--- config.mk ---
export PLATFORM = sky130hd
export DESIGN_NAME = sign_extend_unit
export DESIGN_NICKNAME = d
export VERILOG_FILES = /design/src/rtl/seu_pkg.sv /design/src/rtl/seu_ext_comb.sv /design/src/rtl/sign_extend_unit.sv
export SDC_FILE = /design/constraint.sdc
export NUM_CORES = 1
export LEC_CHECK = 0
export BUFFER_PORTS_ARGS = -buffer_cell sky130_fd_sc_hd__buf_2
export CORE_AREA = 3 3 40 42
export CTS_CLUSTER_SIZE = 16
export DETAILED_ROUTE_END_ITERATION = 10
export DIE_AREA = 0 0 43 45
export PLACE_DENSITY = 0.62
export SYNTH_ARGS = -nofsm -noshare
export SYNTH_HDL_FRONTEND = slang
export SYNTH_SLANG_ARGS = --single-unit
--- constraint.sdc ---
create_clock -name clk -period 0.83 [get_ports clk]
set_input_delay 0.166 -clock clk [delete_from_list [all_inputs] [get_ports clk]]
set_output_delay 0.166 -clock clk [all_outputs]
set_load 0.005 [all_outputs]
--- src/rtl/seu_pkg.sv ---
// Shared constants and word types for the pocket-calculator sign extension unit.
// Optional build macro used by this unit: SEU_ZEXT_EN (adds zero-extension select).
package seu_pkg;

    localparam int SEU_IN_W  = 9;
    localparam int SEU_OUT_W = 16;

    typedef logic [SEU_IN_W-1:0]  imm9_t;
    typedef logic [SEU_OUT_W-1:0] word16_t;

endpackage

--- src/rtl/seu_ext_comb.sv ---
// Combinational widening of an immediate field to a datapath word.
// zext selects zero-fill; otherwise the top bit is replicated.
module seu_ext_comb
    import seu_pkg::*;
#(
    parameter int IN_W  = SEU_IN_W,
    parameter int OUT_W = SEU_OUT_W
) (
    input  logic [IN_W-1:0]  NR,
    input  logic             zext,
    output logic [OUT_W-1:0] ext
);

    generate
        if (OUT_W > IN_W) begin : g_ext
            logic w_fill;

            assign w_fill = zext ? 1'b0 : NR[IN_W-1];
            assign ext    = {{(OUT_W-IN_W){w_fill}}, NR};
        end else begin : g_pass
            // Equal widths: nothing to fill, so zext has no effect.
            assign ext = NR[OUT_W-1:0];
        end
    endgenerate

endmodule

--- src/rtl/sign_extend_unit.sv ---
// Registered sign extension of the 9-bit instruction immediate to 16 bits.
// Build macro SEU_ZEXT_EN adds the zext input for zero-extension.
module sign_extend_unit
    import seu_pkg::*;
#(
    parameter int IN_W  = SEU_IN_W,
    parameter int OUT_W = SEU_OUT_W
) (
    input  logic             clk,
    input  logic             rst,
    input  logic [IN_W-1:0]  NR,
    input  logic             enable,
`ifdef SEU_ZEXT_EN
    input  logic             zext,
`endif
    output logic [OUT_W-1:0] result,
    output logic             valid
);

    generate
        if (OUT_W < IN_W) begin : g_bad_w
            $error("sign_extend_unit: OUT_W (%0d) must be >= IN_W (%0d)",
                   OUT_W, IN_W);
        end
    endgenerate

    logic             w_zext;
    logic [OUT_W-1:0] w_ext;
    logic [OUT_W-1:0] r_result;
    logic             r_valid;

`ifdef SEU_ZEXT_EN
    assign w_zext = zext;
`else
    assign w_zext = 1'b0;
`endif

    seu_ext_comb #(
        .IN_W  (IN_W),
        .OUT_W (OUT_W)
    ) u_ext (
        .NR   (NR),
        .zext (w_zext),
        .ext  (w_ext)
    );

    // Idle cycles load a constant zero, so an undriven NR never reaches result.
    always_ff @(posedge clk or posedge rst) begin
        if (rst) begin
            r_result <= '0;
            r_valid  <= 1'b0;
        end else if (enable) begin
            r_result <= w_ext;
            r_valid  <= 1'b1;
        end else begin
            r_result <= '0;
            r_valid  <= 1'b0;
        end
    end

    assign result = r_result;
    assign valid  = r_valid;

endmodule

* Word level (Yosys, flattened, before mapping)
Index checks and enable logic that the tools add are counted.
Storage, ports and cells: input port bits 12, logic and storage cells 4, register bits 17, output and inout port bits 17
Operators by class: multiplexer cells 2
Operators by type and width (count):
- 16-bit 2-to-1 mux | 1
- 1-bit 2-to-1 mux | 1

* Longest topological paths before layout
Gate-level depths: netlist (run 1).
word-level depth 1, depth in mapped cells 1, gate-level depth less buffers 1

* Cells and area by module
From an unflattened synthesis (run 1), not the netlist that was laid out.
Second synthesis, totals: cell total of the unflattened synthesis 53, area, all modules 693.2 um^2
By module, submodules not included:
- sign_extend_unit | cells each 36, times used 1, sequential area each 425.4 um^2, area each 559.3 um^2
- seu_ext_comb | cells each 17, times used 1, sequential area each 0.0 um^2, area each 133.9 um^2

* Least setup slack after synthesis (run 1)
OpenSTA, ideal clock, no wires.
path type flip-flop to output port, start reg result[14] (netlist name), end out result[10], data required time 0.664 ns, arrival 0.582 ns, stages on the path, launching flop included 2, buffers on the path 1, slack 0.082 ns, cells stage by stage dfrtp_1 > buf_4
RTL lines:
- end, declared | line sign_extend_unit.sv:16 | output logic [OUT_W-1:0] result,

==> flow_summary_export.csv, run 1 <==
group,metric,value,unit
yosys,netlist_instances,27,
floorplanning,coreArea,1280,sq um
worst_setup_path,required,660,ps
yosys,syn-cell-area,363,sq um
layout,drive_above_1_share,61.5,%
timing,post-route-period-util,118,%
global_route,grt_start_max_net_pins,11,
floorplanning,initial_core_util,28.2,%
worst_setup_path,critPathCaptureType,"output pin",
clocking,htreeDepth,1,
global_route,met3_usage,2.39,%
timing,setup_slack,-152,ps
floorplanning,die_x,43,um
layout,area_delta_synth_final,38.6,%
layout,final_cell_mix,"28 x buf_2, 9 x and2_1, 9 x dfrtp_1, 3 x clkbuf_4",
place,gp_congestion,0.619,
power,switching_share,20.5,%
place,place_ws,111,ps
yosys,yosysTopAreaCellShare,69.0,%
clocking,clk_pin_slew,60,ps
power,total_power,0.000928,W
floorplanning,num_rows,13,
global_route,grt_pass1_vias,277,
timing,finalSetupViolCount,17,
worst_setup_path,cp-startpoint,"result[14]$_DFF_PP0_",
layout,stdcell_count,67,
worst_setup_path,crit_chain,"buf_2",
timing,hold_viol_final,0,
route,vias,272,
worst_setup_path,crit_buf_inv,1,
worst_setup_path,critical_path.max_stage_delay,430,ps
min_path,holdPathEnd,"valid$_DFF_PP0_",
clocking,clockBufferDepth,2,
clocking,cts_tree,"yes",
timing,fin_crit,982,ps
power,ir_drop,764,uV
global_route,grt_pass1_wl,1140,um
yosys,synthTopCellsByArea,"dfrtp_1 69%, and2_1 16%, buf_4 14%",
run,maxCapViolCount,0,
worst_setup_path,crit_slowest_cell,"dfrtp_2",
layout,seq_area,251,sq um
route,vias_per_cell,4.06,
place,numPlacedInstances,63,
timing,rsz0062_at_grt,"true",
global_route,grt_overflow,0,
global_route,grt.busiest_layer,"met2",
layout,final.fill_count,136,
power,pwr-share-comb,11.1,%
floorplanning,die_h,45,um
worst_setup_path,crit_family,"flip-flops",
yosys,ys_ff_latch,10,
yosys,ys_seq_area_share,69.0,%
route,first_pass_iters,2,
timing,worst_pin_slew,367,ps
timing,setup_tns,-1780,ps
worst_setup_path,path_max_fanout,8,
power,leakagePower,0.297,nW
floorplanning,dieArea,1940,sq um
global_route,antenna_found_initial,0,
worst_setup_path,crit_type,"reg2out",
timing,maxSlewHeadroom,75.5,%
layout,multi_input_area,56.3,sq um
layout,final_common_cell,"buf_2",
global_route,met1_usage,7.58,%
yosys,yosysTopAreaCell,"dfrtp_1",
run_status,outcome,"finished, violations left",
global_route,use_met2,15.0,%
route,drt-initial-drc-count,2,
power,seqPwrFrac,56.1,%
clocking,clock-root-buffer,"clkbuf_4",
floorplanning,ioPinCount,29,
timing,max_freq,1.02,GHz
route,drc,0,
min_path,worstHoldPathCells,1,
min_path,min_path_type,"in2reg",
yosys,syn_nets,39,
layout,final_util,39.1,%
yosys,synth_cell_types,4,
layout,finalNetCount,66,
power,pwr-share-clk,32.8,%
route,wl_per_cell,10.2,um
power,internal_power,0.000738,W
worst_setup_path,arrival,820,ps
power,switching_power,0.000190,W
worst_setup_path,start_kind,"flip-flop",
route,postRouteAntennaNets,0,
clocking,cts_made_buffers,3,
yosys,avgSynthCellArea,13.4,sq um
yosys,synth_warnings,0,
timing,slew_viol_final,0,
global_route,grt_usage,8.54,%
layout,diodes,0,
place,portBuffers,28,
run_status,failed_checks,"negative setup slack",
route,wl,682,um
clocking,cts.sinks,10,
min_path,hold_start,"enable",
power,p_per_area,1840,nW/um^2
==> state kept, by name, summed over array words and instances, names as in the netlist <==
signal,cells
result,9
valid,1
==> power groups by stage <==
stage	logic [W]	clock network (W)	registers [W]
6_report	0.000103	0.000304	0.000521
5_1_grt	0.000117	0.000338	0.000523
4_1_cts	0.000106	0.000318	0.000521
3_5_place_dp	0.000102	0	0.000530
3_3_place_gp	0.000101	0	0.000529
2_1_floorplan	0.0000487	0	0.000535
==> synthesized netlist by cell type (all sizes together) <==
cell type	n
dfrtp	10
and2	9
buf	7
inv	1
==> worst max-delay path by stage <==
stage	endpoint	cells past startpoint	slack, ps
2_1_floorplan	result[10]	1	80
3_3_place_gp	result[10]	1	120
3_5_place_dp	result[12]	1	110
4_1_cts	result[12]	1	-170
5_1_grt	result[11]	1	-190
6_report	result[12]	1	-150
==> cell type report <==
type / instances / area share, %
inverter: 1 / 0.746
tap: 15 / 3.73
sequential: 10 / 50.0
multi-input combinational: 9 / 11.2
timing repair buffer: 29 / 29.9
clock buffer: 3 / 4.48
==> repair_timing <==
| action | in CTS | in global routing |
|---|---|---|
| hold buffers | 1 | 0 |
| setup endpoints to repair | 17 | 17 |
| setup buffers | 0 | 0 |
| hold endpoints to repair | 10 | 0 |
| resized for setup | 0 | 1 |
==> per-stage QoR <==
| step | area, sq um | hold slack (ps) |
|---|---|---|
| floorplan | 363 | 6.18 |
| global placement | 469 | 151 |
| detailed placement | 469 | 157 |
| CTS | 502 | 115 |
| global route | 503 | 118 |
| finish | 503 | 113 |
==> logic make-up after synthesis <==
family        after synthesis  synth area share [%]
flops                      10                  69.0
buf+inv                     8                  15.5
simple gates                9                  15.5
==> layer usage <==
metal  vias to the layer above  routed length (um)  part of all wire (%)
li1                        124                   -                     -
met1                       127                 211                    31
met2                        17                 371                    54
met3                         4                  79                    12
met4                         0                  20                   2.9
met5                         -                   0                     0
Note: power is estimated with default switching activity, not from simulation.
==> run 2, diff against run 1 <==
--- a/config.mk
+++ b/config.mk
@@ -7,6 +7,7 @@
 export LEC_CHECK = 0
 export BUFFER_PORTS_ARGS = -buffer_cell sky130_fd_sc_hd__buf_2
 export CORE_AREA = 3 3 40 42
+export CTS_BUF_LIST = sky130_fd_sc_hd__clkbuf_16
 export CTS_CLUSTER_SIZE = 16
 export DETAILED_ROUTE_END_ITERATION = 10
 export DIE_AREA = 0 0 43 45
==> constraint.sdc (replaced) <==
create_clock -name clk -period 1.07 [get_ports clk]
set_input_delay 0.214 -clock clk [delete_from_list [all_inputs] [get_ports clk]]
set_output_delay 0.214 -clock clk [all_outputs]
set_load 0.005 [all_outputs]
==> flow_summary_export.csv, run 2 (synthesis gave the netlist of run 1 again) <==
group,metric,value,unit
timing,post-route-period-util,93.4,%
timing,worst_pin_slew,367,ps
global_route,grt_pass1_wl,1080,um
min_path,min_path_type,"in2reg",
worst_setup_path,crit_family,"flip-flops",
floorplanning,initial_core_util,28.2,%
clocking,htreeDepth,1,
min_path,hold_start,"enable",
layout,area_delta_synth_final,52.8,%
place,gp_congestion,0.619,
timing,max_freq,1.00,GHz
floorplanning,num_rows,13,
global_route,grt_start_max_net_pins,11,
place,portBuffers,28,
route,vias,264,
worst_setup_path,critical_path.max_stage_delay,410,ps
worst_setup_path,crit_buf_inv,1,
power,p_per_area,2000,nW/um^2
timing,maxSlewHeadroom,75.5,%
min_path,holdPathEnd,"valid$_DFF_PP0_",
worst_setup_path,crit_type,"reg2out",
global_route,antenna_found_initial,0,
power,ir_drop,1140,uV
min_path,worstHoldPathCells,1,
timing,setup_slack,70.5,ps
clocking,post_cts_buffers,0,
timing,setup_tns,0,ps
worst_setup_path,start_kind,"flip-flop",
clocking,clk_pin_slew,40,ps
route,postRouteAntennaNets,0,
layout,drive_above_1_share,59.6,%
power,leakagePower,0.322,nW
timing,hold_viol_final,0,
worst_setup_path,crit_slowest_cell,"dfrtp_1",
worst_setup_path,required,860,ps
floorplanning,coreArea,1280,sq um
route,first_pass_iters,1,
clocking,cts.sinks,10,
worst_setup_path,arrival,790,ps
layout,final_cell_mix,"28 x buf_2, 10 x dfrtp_1, 9 x and2_1, 3 x clkbuf_16",
timing,slew_viol_final,0,
layout,diodes,0,
route,drc,0,
floorplanning,ioPinCount,29,
floorplanning,dieArea,1940,sq um
global_route,grt_overflow,0,
route,wl_per_cell,9.67,um
run,maxCapViolCount,0,
timing,rsz0062_at_grt,"false",
run_status,outcome,"complete, no violations",
clocking,clock-root-buffer,"clkbuf_16",
layout,largest_reg_flops,9,
global_route,grt_usage,7.87,%
timing,whs,183,ps
timing,finalSetupViolCount,0,
place,place_ws,303,ps
floorplanning,die_x,43,um
clocking,clockBufferDepth,2,
floorplanning,die_h,45,um
clocking,cts_tree,"yes",
route,drt-initial-drc-count,0,
worst_setup_path,critPathCaptureType,"output pin",
layout,final_common_cell,"buf_2",
route,vias_per_cell,3.94,
route,wl,648,um
clocking,cts_made_buffers,3,
timing,fin_crit,999,ps
global_route,grt_pass1_vias,278,
worst_setup_path,path_max_fanout,8,
layout,finalNetCount,66,
worst_setup_path,crit_chain,"buf_2",
## run 2: changes by cell type in the layout (fill, tap and decap cells not counted)
| cell | delta |
|---|---|
| dfrtp_1 | +1 |
| clkbuf_4 | -3 |
| clkbuf_16 | +3 |
| dfrtp_2 | -1 |
## run 2: layout make-up
| class | count | area (sq um) |
|---|---|---|
| inverters | 1 | 3.75 |
| flip-flops and latches | 10 | 250 |
| well taps | 15 | 18.8 |
| clock buffers | 3 | 75.1 |
| repair buffers | 29 | 150 |
| fillers | 123 | 731 |
| multi-input cells | 9 | 56.3 |
## run 2: per-layer routing
layer / routed length, um / vias to the layer above / track usage (%)
li1: - / 123 / -
met1: 216 / 127 / 7.32
met2: 361 / 14 / 13.8
met3: 71 / 0 / 3.59
met4: 0 / 0 / 5.42
met5: 0 / - / 0
## run 2: stage by stage
| stage | util (%) | power (W) | cell area [sq um] | std cells |
|---|---|---|---|---|
| 5_1_grt | 43.1 | 0.00115 | 554 | 67 |
| 4_1_cts | 43.1 | 0.00113 | 554 | 67 |
| 2_1_floorplan | - | 0.000452 | 363 | 27 |
| 3_5_place_dp | 36.5 | 0.000490 | 469 | 63 |
| 6_report | 43.1 | 0.00111 | 554 | 67 |
| 3_3_place_gp | 36.5 | 0.000489 | 469 | 63 |
## run 2: how the worst max path moves through the flow
stage,startpoint,end,slack [ps],depth (start not counted)
2_1_floorplan,result[14]$_DFF_PP0_,result[10],270,1
3_3_place_gp,result[14]$_DFF_PP0_,result[10],320,1
3_5_place_dp,result[14]$_DFF_PP0_,result[12],300,1
4_1_cts,result[14]$_DFF_PP0_,result[12],60,1
5_1_grt,result[14]$_DFF_PP0_,result[11],20,1
6_report,result[14]$_DFF_PP0_,result[12],70,1
## run 2: timing repair
item | in CTS | in global routing
hold endpoints to repair | 10 | 0
hold buffers | 1 | 0
gates resized for setup | 0 | 0
## run 2: where the power goes
group | switching (W) | leakage, nW | internal [W]
clock network | 0.000144 | 0.0370 | 0.000482
registers | 0.00000653 | 0.128 | 0.000399
logic | 0.0000335 | 0.157 | 0.0000457
==> run 3, diff against run 2 <==
--- a/config.mk
+++ b/config.mk
@@ -6,12 +6,13 @@
 export NUM_CORES = 1
 export LEC_CHECK = 0
 export BUFFER_PORTS_ARGS = -buffer_cell sky130_fd_sc_hd__buf_2
-export CORE_AREA = 3 3 40 42
+export CORE_AREA = 3 3 46 48
 export CTS_BUF_LIST = sky130_fd_sc_hd__clkbuf_16
 export CTS_CLUSTER_SIZE = 16
 export DETAILED_ROUTE_END_ITERATION = 10
-export DIE_AREA = 0 0 43 45
-export PLACE_DENSITY = 0.62
+export DIE_AREA = 0 0 49 51
+export PLACE_DENSITY = 0.69
 export SYNTH_ARGS = -nofsm -noshare
 export SYNTH_HDL_FRONTEND = slang
+export SYNTH_HIERARCHICAL = 1
 export SYNTH_SLANG_ARGS = --single-unit
==> flow_summary_export.csv, run 3 <==
group,metric,value,unit
timing,hold_viol_final,0,
worst_setup_path,critical_path.max_stage_delay,360,ps
route,vias,354,
clocking,clock-root-buffer,"clkbuf_16",
run,maxCapViolCount,0,
timing,rsz0062_at_grt,"false",
yosys,avgSynthCellArea,13.1,sq um
route,wl,905,um
route,dr.max_layer_used,"met4",
global_route,grt_usage,8.37,%
clocking,cts.sinks,17,
layout,final_cell_mix,"28 x buf_2, 17 x dfrtp_1, 12 x and2_2, 4 x and2_1, 3 x clkbuf_16",
timing,post-route-period-util,88.8,%
floorplanning,die_h,51,um
route,postRouteAntennaNets,0,
clocking,htreeDepth,1,
power,ir_drop,752,uV
floorplanning,initial_core_util,39.7,%
timing,setup_tns,0,ps
yosys,yosysMostFrequentCell,"dfrtp_1",
yosys,synth_ff_type,"dfrtp_1",
worst_setup_path,start_kind,"flip-flop",
worst_setup_path,critPathCaptureType,"output pin",
timing,fin_crit,950,ps
worst_setup_path,arrival,740,ps
timing,slew_viol_final,0,
yosys,yosysTopAreaCell,"dfrtp_1",
clocking,cts_tree,"yes",
worst_setup_path,crit_slowest_cell,"dfrtp_1",
yosys,async_flop_share,100,%
yosys,ys_ff_latch,17,
route,wl_per_cell,9.53,um
floorplanning,num_rows,15,
yosys,synth_edf_count,0,
floorplanning,die_x,49,um
route,vias_per_cell,3.73,
yosys,yosysTopAreaCellShare,61.4,%
worst_setup_path,crit_buf_inv,1,
worst_setup_path,required,860,ps
yosys,syn-cell-area,693,sq um
min_path,min_path_type,"in2reg",
timing,max_freq,1.05,GHz
route,first_pass_iters,2,
layout,final.fill_count,170,
route,drt-initial-drc-count,1,
layout,final_common_cell,"buf_2",
worst_setup_path,cp-startpoint,"result[8]$_DFF_PP0_",
yosys,ys_seq_area_share,61.4,%
min_path,hold_start,"NR[6]",
floorplanning,coreArea,1750,sq um
timing,finalSetupViolCount,0,
clocking,cts_made_buffers,3,
global_route,grt_start_max_net_pins,18,
layout,stdcell_count,95,
layout,drive_above_1_share,65.7,%
yosys,netlist_instances,53,
layout,diodes,0,
layout,final_util,47.6,%
place,portBuffers,28,
yosys,syn_nets,65,
clocking,clockBufferDepth,2,
route,dr_wl_met3,40,um
route,met1_length,293,um
place,gp_congestion,0.628,
clocking,post_cts_buffers,0,
floorplanning,ioPinCount,29,
worst_setup_path,crit_type,"reg2out",
global_route,grt_pass1_wl,1530,um
place,numPlacedInstances,90,
layout,largest_reg_flops,16,
worst_setup_path,crit_chain,"buf_2",
route,drc,0,
yosys,synth_warnings,6,
worst_setup_path,path_max_fanout,1,
layout,finalNetCount,83,
global_route,grt_overflow,0,
route,wl_met2,554,um
yosys,synthTopCellsByArea,"dfrtp_1 61%, buf_4 17%, and2_2 13%",
power,p_per_area,1800,nW/um^2
global_route,antenna_found_initial,0,
power,leakagePower,0.466,nW
floorplanning,dieArea,2500,sq um
yosys,synth_cell_types,8,
global_route,grt_pass1_vias,353,
clocking,clk_pin_slew,50,ps
run_status,outcome,"complete, no violations",
power,total_power,0.00149,W
worst_setup_path,crit_family,"flip-flops",
yosys,synthTopCellsByCount,"17 x dfrtp_1, 16 x buf_4, 12 x and2_2",
layout,area_delta_synth_final,19.9,%
[run 3: timing repair]
item / CTS / global route
resized for setup: 0 / 0
hold endpoints to repair: 17 / 0
hold buffers: 1 / 0
[run 3: final timing paths]
path,slack (ps),depth (start not counted),endpoint
hold / removal,200,2,result[6]$_DFF_PP0_
setup / recovery,120,1,result[8]
max in group asynchronous,370,4,result[3]$_DFF_PP0_
min in group asynchronous,520,4,result[5]$_DFF_PP0_
[run 3: layout make-up]
type	instances	area, sq um	area share, %
repair buffers	30	158	19.0
clock buffers	3	75.1	9.04
clock inverters	1	5.00	0.602
flip-flops and latches	17	425	51.2
well taps	25	31.3	3.77
multi-input cells	18	133	16.0
inverters	1	3.75	0.452
[run 3: metal layers]
metal  GRT usage [%]  up-vias
li1                -      174
met5               0        -
met2            17.0       12
met1            7.05      166
met4            5.69        0
met3            2.04        2
[run 3: power breakdown]
group / switching (W) / total [W] / internal [W]
Combinational: 0.0000459 / 0.000105 / 0.0000588
Sequential: 0.00000617 / 0.000679 / 0.000673
Clock: 0.000212 / 0.000710 / 0.000498
[run 3: cells by family after synthesis]
group	count (synthesis)	synth area share (%)
AND/OR/NAND/NOR	17	18.6
other	1	0.541
flip-flops	17	61.4
buffers and inverters	18	19.5
[run 3: stage by stage]
| step | worst slack [ps] | hold slack, ps | cell area (sq um) |
|---|---|---|---|
| 4_1_cts | 109 | 192 | 831 |
| 2_1_floorplan | 329 | 140 | 693 |
| 5_1_grt | 101 | 194 | 831 |
| 3_3_place_gp | 333 | 226 | 741 |
| 6_report | 120 | 196 | 831 |
| 3_5_place_dp | 314 | 228 | 741 |
